[src/rtl/tone_pkg.sv]
// Shared constants for the note tone player: note/half-period widths, the
// C4..C5 half-period table for a 27 MHz clock, and the player state encoding.
package tone_pkg;

  localparam int NOTE_W   = 3;
  localparam int HALF_W   = 16;
  localparam int NOTE_NUM = 1 << NOTE_W;

  // Half-period in clk cycles for each note index (0=C4 ... 7=C5).
  localparam logic [HALF_W-1:0] HALF_PERIOD [NOTE_NUM] = '{
    16'd51600, 16'd45971, 16'd40955, 16'd38656,
    16'd34439, 16'd30682, 16'd27334, 16'd25800
  };

  typedef enum logic [1:0] {
    IDLE = 2'd0,
    PLAY = 2'd1,
    GAP  = 2'd2
  } state_t;

endpackage

[src/rtl/tone_divider.sv]
// Square-wave divider: counts a phase counter up to half-1 and toggles sq.
// clr restarts the phase and loads sq with en, so a restart with en=1 begins high.
module tone_divider
  import tone_pkg::*;
(
  input  logic              clk,
  input  logic              rst,
  input  logic              en,
  input  logic              clr,
  input  logic [HALF_W-1:0] half,
  output logic              sq
);

  logic [HALF_W-1:0] phase;

  always_ff @(posedge clk) begin
    if (rst) begin
      phase <= '0;
      sq    <= 1'b0;
    end else if (clr) begin
      phase <= '0;
      sq    <= en;
    end else if (en) begin
      if (phase == half - 1'b1) begin
        phase <= '0;
        sq    <= ~sq;
      end else begin
        phase <= phase + 1'b1;
      end
    end
  end

endmodule

[src/rtl/note_tone_player.sv]
// Plays one note per debounced button press as a square wave for DUR_CYCLES,
// then a GAP_CYCLES silence; one press arriving mid-note is held as pending.
module note_tone_player
  import tone_pkg::*;
#(
  parameter int DUR_CYCLES = 6_750_000,
  parameter int GAP_CYCLES = 1_350_000
) (
  input  logic              clk,
  input  logic              rst,
  input  logic              btn_stable,
  input  logic [NOTE_W-1:0] note_sel,
  input  logic              stop,
  output logic              tone_out,
  output logic              busy,
  output logic [NOTE_W-1:0] cur_note,
  output logic              pending
);

  localparam int DW = (DUR_CYCLES > 1) ? $clog2(DUR_CYCLES) : 1;
  localparam int GW = (GAP_CYCLES > 1) ? $clog2(GAP_CYCLES) : 1;
  localparam logic [DW-1:0] DUR_LAST = DW'(DUR_CYCLES - 1);
  localparam logic [GW-1:0] GAP_LAST = GW'(GAP_CYCLES - 1);

  state_t            state, state_n;
  logic              btn_q;
  logic              press;
  logic [DW-1:0]     dur_cnt, dur_n;
  logic [GW-1:0]     gap_cnt, gap_n;
  logic [NOTE_W-1:0] note_n;
  logic [NOTE_W-1:0] pend_note, pnote_n;
  logic              pend_n;
  logic              div_en, div_clr;

  assign press = btn_stable & ~btn_q;

  always_ff @(posedge clk) begin
    if (rst) begin
      state     <= IDLE;
      btn_q     <= 1'b0;
      dur_cnt   <= '0;
      gap_cnt   <= '0;
      cur_note  <= '0;
      pend_note <= '0;
      pending   <= 1'b0;
      busy      <= 1'b0;
    end else begin
      state     <= state_n;
      btn_q     <= btn_stable;
      dur_cnt   <= dur_n;
      gap_cnt   <= gap_n;
      cur_note  <= note_n;
      pend_note <= pnote_n;
      pending   <= pend_n;
      busy      <= (state_n != IDLE);
    end
  end

  // Divider is held cleared (silent) by default; starting a note uses clr+en
  // so the first level is high, normal playback uses en alone.
  always_comb begin
    state_n = state;
    dur_n   = dur_cnt;
    gap_n   = gap_cnt;
    note_n  = cur_note;
    pend_n  = pending;
    pnote_n = pend_note;
    div_en  = 1'b0;
    div_clr = 1'b1;

    if (stop) begin
      state_n = IDLE;
      dur_n   = '0;
      gap_n   = '0;
      pend_n  = 1'b0;
    end else begin
      unique case (state)
        IDLE: begin
          if (press) begin
            state_n = PLAY;
            note_n  = note_sel;
            dur_n   = '0;
            div_en  = 1'b1;
          end
        end
        PLAY: begin
          if (dur_cnt == DUR_LAST) begin
            state_n = GAP;
            dur_n   = '0;
            gap_n   = '0;
          end else begin
            dur_n   = dur_cnt + 1'b1;
            div_en  = 1'b1;
            div_clr = 1'b0;
          end
          if (press) begin
            pend_n  = 1'b1;
            pnote_n = note_sel;
          end
        end
        GAP: begin
          if (gap_cnt == GAP_LAST) begin
            gap_n = '0;
            dur_n = '0;
            if (pending) begin
              state_n = PLAY;
              note_n  = pend_note;
              div_en  = 1'b1;
              pend_n  = press;
              if (press) pnote_n = note_sel;
            end else if (press) begin
              state_n = PLAY;
              note_n  = note_sel;
              div_en  = 1'b1;
            end else begin
              state_n = IDLE;
            end
          end else begin
            gap_n = gap_cnt + 1'b1;
            if (press) begin
              pend_n  = 1'b1;
              pnote_n = note_sel;
            end
          end
        end
        default: state_n = IDLE;
      endcase
    end
  end

  tone_divider u_div (
    .clk  (clk),
    .rst  (rst),
    .en   (div_en),
    .clr  (div_clr),
    .half (HALF_PERIOD[cur_note]),
    .sq   (tone_out)
  );

endmodule

[config.mk]
export PLATFORM = sky130hd
export DESIGN_NAME = note_tone_player
export DESIGN_NICKNAME = d
export VERILOG_FILES = /design/src/rtl/tone_pkg.sv /design/src/rtl/tone_divider.sv /design/src/rtl/note_tone_player.sv
export SDC_FILE = /design/constraint.sdc
export NUM_CORES = 1
export LEC_CHECK = 0
export ABC_AREA = 0
export BUFFER_PORTS_ARGS = -buffer_cell sky130_fd_sc_hd__buf_2
export CORE_UTILIZATION = 55
export CTS_CLUSTER_SIZE = 40
export DETAILED_ROUTE_END_ITERATION = 6
export PLACE_DENSITY = 0.83
export SLEW_MARGIN = 30
export SYNTH_ARGS = -nofsm -noshare
export SYNTH_HDL_FRONTEND = slang
export SYNTH_SLANG_ARGS = --single-unit
[constraint.sdc]
create_clock -name clk -period 3.66 [get_ports clk]
set_clock_uncertainty 0.05 [all_clocks]
set_input_delay 0.732 -clock clk [delete_from_list [all_inputs] [get_ports clk]]
set_output_delay 0.732 -clock clk [all_outputs]
set_load 0.05 [all_outputs]
# Yosys cells after proc, flatten, opt, wreduce, memory -nomap -nowiden
# Memories as Yosys holds them, arrays and structs flattened.
# Index checks and enable logic that the tools add are counted.
# totals
romBits	128
out_inout_bits	6
reg_bits	72
elab_cells	85
n_memories	1
inputBits	7
# op_classes
bitwise_logic	5
addsub	4
eq_ne	9
reduce_logical	14
n_lt_le_gt_ge	1
n_mux	41
# mem_list
memory	depth	width	rd	rd_ports_with_merged_regs	wr	line_no	source
(no name shown)	8	16	1	0	0	note_tone_player.sv:136	.half (HALF_PERIOD[cur_note]),
# op_table
cell	n
23-bit two-way mux	3
23-bit one-hot mux with 3 select lines	1
16-bit two-way mux	3
21-bit two-way mux	2
21-bit one-hot mux with 2 select lines	1
23-bit by 1-bit adder with 23-bit output, second input constant	1
23-bit equality test, second input constant	1
21-bit by 1-bit adder with 21-bit output, second input constant	1
21-bit equality test, second input constant	1
3-bit two-way mux	6
16-bit by 1-bit adder with 16-bit output, second input constant	1
16-bit equality test	1
1-bit two-way mux	16
16-bit by 1-bit subtractor with 16-bit output, second input constant	1
3-bit one-hot mux with 2 select lines	2
2-bit nonzero test	5
3-bit AND reduction	3
2-bit two-way mux	4
2-bit inequality test, second input constant	3
2-bit one-hot mux with 3 select lines	1
4-bit >= comparator, second input constant	1
3-bit inverter with 4-bit output	1
2-bit AND reduction	2
2-bit OR reduction	2
9 further kinds	11

# Logic depth before layout (Yosys ltp)
# Gate-level depths: netlist of the first run.
# logic_depth
word_depth	9
ltp_mapped	14
depth_no_buf	11

# By module
# From an unflattened synthesis of the first run, not the netlist that was laid out.
# unflattened
cells_unflattened	559
hier_area_um2	4485.6
# modules_own_cells
module	cells_per_inst	seq_area_each_um2	n_inst	area_per_inst_um2
note_tone_player	376	1101.1	1	3089.2
tone_divider	183	340.3	1	1396.3

# Least setup slack after synthesis of the first run
# No wires, ideal clock.
# synth_path
path_type	reg-to-reg
from	register cur_note[0]
to	register u_div.phase[11]
t_required_ps	3478
setup_ps	132
synth_period_minus_slack_ps	3488
path_stages_with_launch	15
n_path_buf	3
setup_slack_ps	172
arrival_ps	3305
cell_sequence	dfxtp_1 clkbuf_1 inv_1 ha_1 clkbuf_1 mux2i_1 ha_1 xor2_1 xnor2_1 nand2_1 a2111oi_0 nand4_1 clkbuf_1 a31oi_1 a21oi_1
# synth_between
elab_chain_len	7
# synth_rtl
element	line_no	source
start, declared	note_tone_player.sv:16	output logic [NOTE_W-1:0] cur_note,
start signal, assigned	note_tone_player.sv:52	cur_note <= note_n;
3-bit inverter with 4-bit output (not written as such)	note_tone_player.sv:136	
memory read 8 x 16 bit	-	
16-bit two-way mux (not written as such) (2 in a row)	note_tone_player.sv:136	
16-bit by 1-bit subtractor with 16-bit output	tone_divider.sv:24	if (phase == half - 1'b1) begin
16-bit equality test	tone_divider.sv:24	
16-bit two-way mux	tone_divider.sv:24	
end signal, assigned	tone_divider.sv:28	phase <= phase + 1'b1;
end, declared	tone_divider.sv:14	logic [HALF_W-1:0] phase;
# No other way between the ends. The select of a mux whose other input is x is not followed.
# A chain may end at the register's enable or synchronous reset.

# Worst setup path in the final report of the first run
# layout_path
from	register cur_note[0]
to	register u_div.phase[10]
# Same word-level chain as after synthesis.

==> results.py, run 1 <==
metrics = {
    "timing": {
        "slew_violations": 0,
        "final_hold_viol_count": 0,
        "rsz0062_at_grt": "false",
        "max_slew_margin_pct": 60.15,
        "worst_slew_pin_slew_ns": 0.5969,
        "max_freq_mhz": 318.1,
        "layout_setup_ws_ns": 0.5161,
        "final.min_clock_period_ns": 3.144,
        "period_share_pct": 85.90,
        "finalSetupViolCount": 0,
        "setup_tns_ns": 0,
    },
    "cells_and_area": {
        "nNetsFinal": 561,
        "final_cell_mix": "dfxtp_1, nor2_1, nand2_1, nand3_1, a21oi_1",
        "layout-drive-gt1-share_pct": 8.791,
        "n_fill_cell": 636,
        "syn2layout_area_growth_pct": 8.752,
        "antenna_cells": 0,
        "final_common_cell": "dfxtp_1",
    },
    "floorplan": {
        "design.core.area_um2": 7253,
        "die_h_um": 88.67,
        "start_util_pct": 56.96,
        "ios": 13,
        "chipWidth_um": 88.67,
        "die-area_um2": 7862,
        "rows": 31,
    },
    "logic_synthesis": {
        "synth_ff_type": "dfxtp_1",
        "yosysSeqAreaShare_pct": 34.89,
        "syn_area_um2": 4131,
        "synth_nets": 552,
        "synth-seq-cells": 72,
        "avgSynthCellArea_um2": 7.766,
        "synthCells": 532,
        "synth_edf_count": 0,
        "synthArstFlopShare_pct": 0,
        "ys_types": 52,
        "ys_warn_count": 0,
    },
    "clock_tree": {
        "clk_path_buf_depth": 2,
        "hold_buffers": 0,
        "worstSkewPairLatency_ns": 0.34,
        "cts.repair.resized": 0,
        "cts_root_buffer": "clkbuf_8",
        "numClockSinks": 72,
        "clk_pin_slew_ns": 0.08,
        "cts_tree": "built",
        "htreeDepth": 3,
        "cts_buffers": 9,
    },
    "critical_path": {
        "start_kind": "flop",
        "path_class": "reg -> reg",
        "cp-end-kind": "flop",
        "worstPathRequired_ns": 3.82,
        "critPathMaxFanout": 11,
        "cp.arrival_ns": 3.30,
    },
    "global_route": {
        "grt_antenna_before_repair": 0,
        "grt_max_degree": 29,
        "grt_pass1_wl_mm": 15.25,
        "grt_usage_pct": 24.81,
        "grt_pass1_vias": 3489,
        "grt-ovfl-total": 0,
    },
    "route": {
        "drt_iter0_markers": 178,
        "ant_nets": 0,
        "avgViaCountPerCell": 5.975,
        "vias": 3854,
        "dr.pass1.iters": 5,
        "wire_per_inst_um": 14.22,
        "routed_wirelength_mm": 9.175,
        "drcViolationCount": 0,
    },
    "hold_path": {
        "hp-class": "reg -> reg",
    },
    "run": {
        "drv_cap": 0,
    },
    "placed_design": {
        "post-place-ws_ns": 0.2289,
        "portBuffers": 12,
        "hpwl_mm": 6.469,
        "place.gp.congestion": 0.9345,
    },
    "outcome": {
        "status": "finished clean",
    },
    "power": {
        "p_per_area_nw_per_um2": 355.5,
        "peakVddDrop_mv": 0.2715,
        "p_leak_nw": 1.471,
    },
}
[kinds of logic after synthesis]
logic type,Yosys count,share of synthesized area [%]
mux,8,1.999
flops,72,34.89
fa+ha+maj,13,3.937
simple gates,252,30.98
compound gates,110,16.45
xor+xnor,37,7.844
buf+inv,40,3.906
[flip-flops by register name (all words and copies together) (netlist names)]
signal and flops:
pending 1, state 2, btn_q 1, dur_cnt 23, u_div.phase 16, pend_note 3, cur_note 3, busy 1
u_div.sq 1, gap_cnt 21
[area by class of cell]
type	instances	area, um^2	share of cell area, %
clock inverter	6	66.31	1.476
timing repair buffer	22	135.1	3.008
tap	99	123.9	2.757
sequential	72	1441	32.08
clock buffer	10	137.6	3.063
inverter	16	60.06	1.337
multi-input combinational	420	2529	56.28
[per-stage QoR]
step	util [%]	instance area (um^2)	power [W]	hold WS [ns]	cells
final	61.95	4493	0.001597	0.4349	645
after global routing	61.95	4493	0.001662	0.4601	645
after floorplan	-	4131	0.0009329	0.3849	532
after detailed placement	58.82	4267	0.0009674	0.4145	626
after global placement	58.82	4267	0.0009630	0.3997	626
after CTS	61.64	4471	0.001606	0.4277	642
[metal layers]
metal,vias up,wire length (um),GRT usage [%]
li1,1925,-,-
met1,1807,4044,28.32
met2,99,4551,44.76
met3,23,369,4.571
met4,0,210,11.44
met5,-,0,0
[worst paths after layout]
check,startpoint,to,slack [ns],cells past startpoint
max reg2reg,cur_note[0],u_div.phase[10],0.52,13
min,gap_cnt[20],gap_cnt[20],0.43,2
min reg2reg,gap_cnt[20],gap_cnt[20],0.43,2
max,cur_note[0],u_div.phase[10],0.52,13
[critical path: stages (launching register included)]
cell and delay, ns:
dfxtp_1 0.34, inv_1 0.13, ha_1 0.38, mux2i_1 0.27, ha_1 0.24, xor2_1 0.18
xnor2_1 0.13, nand2_1 0.07, a2111oi_0 0.46, nand4_1 0.15, buf_4 0.19, buf_4 0.17
a31oi_1 0.16, a21oi_1 0.09
[where the power goes]
part | internal [W] | switching (W)
sequential | 0.000788 | 0.00000738
clock | 0.000337 | 0.000310
combinational | 0.0000563 | 0.0000985
[synth_stat cells, types with 6 or more instances]
| cell | n | area, um^2 |
|---|---|---|
| a31oi_1 | 9 | 56.30 |
| or3_1 | 14 | 87.58 |
| dfxtp_1 | 72 | 1441 |
| mux2i_1 | 6 | 60.06 |
| nand2_1 | 57 | 214.0 |
| nand4_1 | 14 | 87.58 |
| inv_1 | 15 | 56.30 |
| nor3b_1 | 6 | 45.04 |
| a21oi_1 | 38 | 190.2 |
| nand3_1 | 39 | 195.2 |
| nor2b_1 | 8 | 50.05 |
| nor2_1 | 62 | 232.7 |
| xnor2_1 | 19 | 166.4 |
| xor2_1 | 18 | 157.7 |
| nor3_1 | 14 | 70.07 |
| clkbuf_1 | 19 | 71.32 |
| and3_1 | 7 | 43.79 |
| ha_1 | 13 | 162.7 |
| o21ai_0 | 27 | 135.1 |
[repair_timing]
action | 4_1_cts | 5_1_grt
buffers inserted | 0 | 3
endpoints found under the setup margin | 0 | 1
endpoints found under the hold margin | 0 | 0
No activity file was read; power rests on OpenSTA's default activity.
==> run 2: changes to the inputs <==
--- a/config.mk
+++ b/config.mk
@@ -11,7 +11,9 @@
 export CTS_CLUSTER_SIZE = 40
 export DETAILED_ROUTE_END_ITERATION = 6
 export PLACE_DENSITY = 0.83
+export RECOVER_POWER = 25
 export SLEW_MARGIN = 30
 export SYNTH_ARGS = -nofsm -noshare
 export SYNTH_HDL_FRONTEND = slang
 export SYNTH_SLANG_ARGS = --single-unit
+export TNS_END_PERCENT = 50
==> run 2 against run 1 <==
  * Via count down 0.60%
  * Flip-flop and latch count unchanged
  * Clock-buffer cell count did not move
  * Setup slack worse by 0.032 ns
  * Worst hold slack better by 0.0042 ns
  * Sequential share of layout area is 0.12 points higher
  * First-iteration DRC count grew 12%
==> results.py, run 2 (synthesis results as in run 1) <==
metrics = {
    "power": {
        "power_w": 0.001597,
        "p_leak_nw": 1.437,
        "pwr-share-comb_pct": 9.6,
        "p_per_area_nw_per_um2": 356.8,
        "swShare_pct": 26.11,
        "internal_power_w": 0.001180,
        "power_switching_w": 0.0004170,
        "p_clk_share_pct": 40.6,
        "peakVddDrop_mv": 0.2731,
        "seq_power_share_pct": 49.8,
    },
    "cells_and_area": {
        "final_util_pct": 61.72,
        "top_regs": "dur_cnt: 23 flops, gap_cnt: 21 flops, u_div.phase: 16 flops",
        "nNetsFinal": 561,
        "largest_reg_flops": 23,
        "antenna_cells": 0,
        "final_cell_mix": "dfxtp_1, nor2_1, nand2_1, nand3_1, a21oi_1",
        "fin_area_um2": 4477,
        "final_common_cell": "dfxtp_1",
        "layout-drive-gt1-share_pct": 7.143,
        "top_register": "dur_cnt",
        "syn2layout_area_growth_pct": 8.358,
    },
    "critical_path": {
        "worstRegToRegCells": 7,
        "critPathMaxFanout": 10,
        "crit_slowest_cell": "or4_1",
        "critical_path.top_delay_family": "simple AND/OR/NAND/NOR gates",
        "cp_cell_sequence": "or4b_1, or4_1, o21ai_4, and2_0, nand4_4, or3_1, a21oi_1",
        "slowest_delay_ns": 0.68,
        "ff2ff_setup_slack_ns": 0.48,
        "r2r_start": "gap_cnt[13]",
        "path_class": "reg -> reg",
        "cp-end-kind": "flop",
        "cp.arrival_ns": 3.40,
        "start_kind": "flop",
        "timing.rr.end": "dur_cnt[17]",
        "cp_num_buf_inv": 0,
        "worstPathRequired_ns": 3.88,
    },
    "floorplan": {
        "design.core.area_um2": 7253,
        "ios": 13,
        "start_util_pct": 56.96,
        "chipWidth_um": 88.67,
        "rows": 31,
        "die-area_um2": 7862,
        "die_h_um": 88.67,
    },
    "timing": {
        "final_hold_viol_count": 0,
        "rsz0062_at_grt": "false",
        "slew_violations": 0,
        "worst_slew_pin_slew_ns": 0.6012,
        "setup_tns_ns": 0,
        "max_freq_mhz": 314.9,
        "hold_ws_ns": 0.4391,
        "finalSetupViolCount": 0,
        "final.min_clock_period_ns": 3.176,
        "period_share_pct": 86.77,
        "max_slew_margin_pct": 59.86,
    },
    "clock_tree": {
        "numClockSinks": 72,
        "htreeDepth": 3,
        "clk_path_buf_depth": 2,
        "clk_pin_slew_ns": 0.08,
        "cts.repair.resized": 0,
        "worstSkewPairLatency_ns": 0.34,
        "cts_root_buffer": "clkbuf_8",
        "cts_tree": "built",
        "cts_buffers": 9,
    },
    "global_route": {
        "grt_antenna_before_repair": 0,
        "grt_max_degree": 29,
        "grt_pass1_wl_mm": 15.25,
        "grt_pass1_vias": 3489,
        "grt-ovfl-total": 0,
        "grt_usage_pct": 24.81,
    },
    "hold_path": {
        "hold_path_depth": 2,
        "min_to": "gap_cnt[20]",
        "min_from": "gap_cnt[20]",
        "hp-class": "reg -> reg",
    },
    "route": {
        "drt_iter0_markers": 200,
        "dr.pass1.iters": 4,
        "avgViaCountPerCell": 5.940,
        "ant_nets": 0,
        "wire_per_inst_um": 14.28,
        "routed_wirelength_mm": 9.210,
        "drcViolationCount": 0,
        "vias": 3831,
    },
    "run": {
        "drv_cap": 0,
    },
    "placed_design": {
        "hpwl_mm": 6.469,
        "post_dp_cell_area_um2": 4267,
        "place.gp.congestion": 0.9345,
        "portBuffers": 12,
    },
    "outcome": {
        "status": "finished clean",
    },
}
[run 2: changes by cell type in the layout (fill, tap and decap cells not counted), sizes merged]
cell | before | now
buf | 22 | 14
clkbuf | 10 | 18
[run 2: worst max path at each step]
stage / start / cells past startpoint / endpoint
floorplan: cur_note[0] / 14 / u_div.phase[11]
detailed placement: cur_note[0] / 12 / u_div.phase[10]
CTS: cur_note[0] / 12 / u_div.phase[10]
finish: gap_cnt[13] / 7 / dur_cnt[17]
global route: gap_cnt[14] / 7 / dur_cnt[17]
global placement: cur_note[1] / 10 / u_div.phase[10]
[run 2: repair_timing]
item	CTS	global route
setup endpoints to repair	0	1
setup buffers	0	3
hold buffers	0	0
[run 2: power groups by stage]
stage	clock [W]	combinational [W]	sequential, W
floorplan	0	0.000110	0.000823
global placement	0	0.000150	0.000813
detailed placement	0	0.000153	0.000814
CTS	0.000657	0.000154	0.000795
global route	0.000694	0.000171	0.000796
finish	0.000648	0.000154	0.000795
[run 2: layout make-up]
cell class / instances / area (um^2)
tap: 99 / 123.9
clock buffer: 10 / 137.6
multi-input combinational: 420 / 2525
clock inverter: 6 / 66.31
inverter: 16 / 60.06
sequential: 72 / 1441
timing repair buffer: 22 / 122.6
fill: 643 / 2776
[run 2: per-layer routing]
metal  part of all wire (%)  routed length (um)  global-route usage (%)  vias to the layer above
li1                       -                   -                       -                     1925
met5                      0                   0                       0                        -
met1                     44                4083                   28.32                     1804
met2                     50                4581                   44.76                       83
met3                    3.8                 346                   4.571                       19
met4                    2.2                 199                   11.44                        0
[run 2: through the flow]
step	setup WS (ns)	std cells
after floorplan	0.1725	532
after global placement	0.4376	626
after detailed placement	0.2289	626
after CTS	0.1992	642
after global routing	0.3110	645
final	0.4841	645
[run 2: worst min-delay path, cell delays in order (launching register included)]
cell and delay, ns:
dfxtp_1 0.33, nand2_1 0.06, a21oi_1 0.05
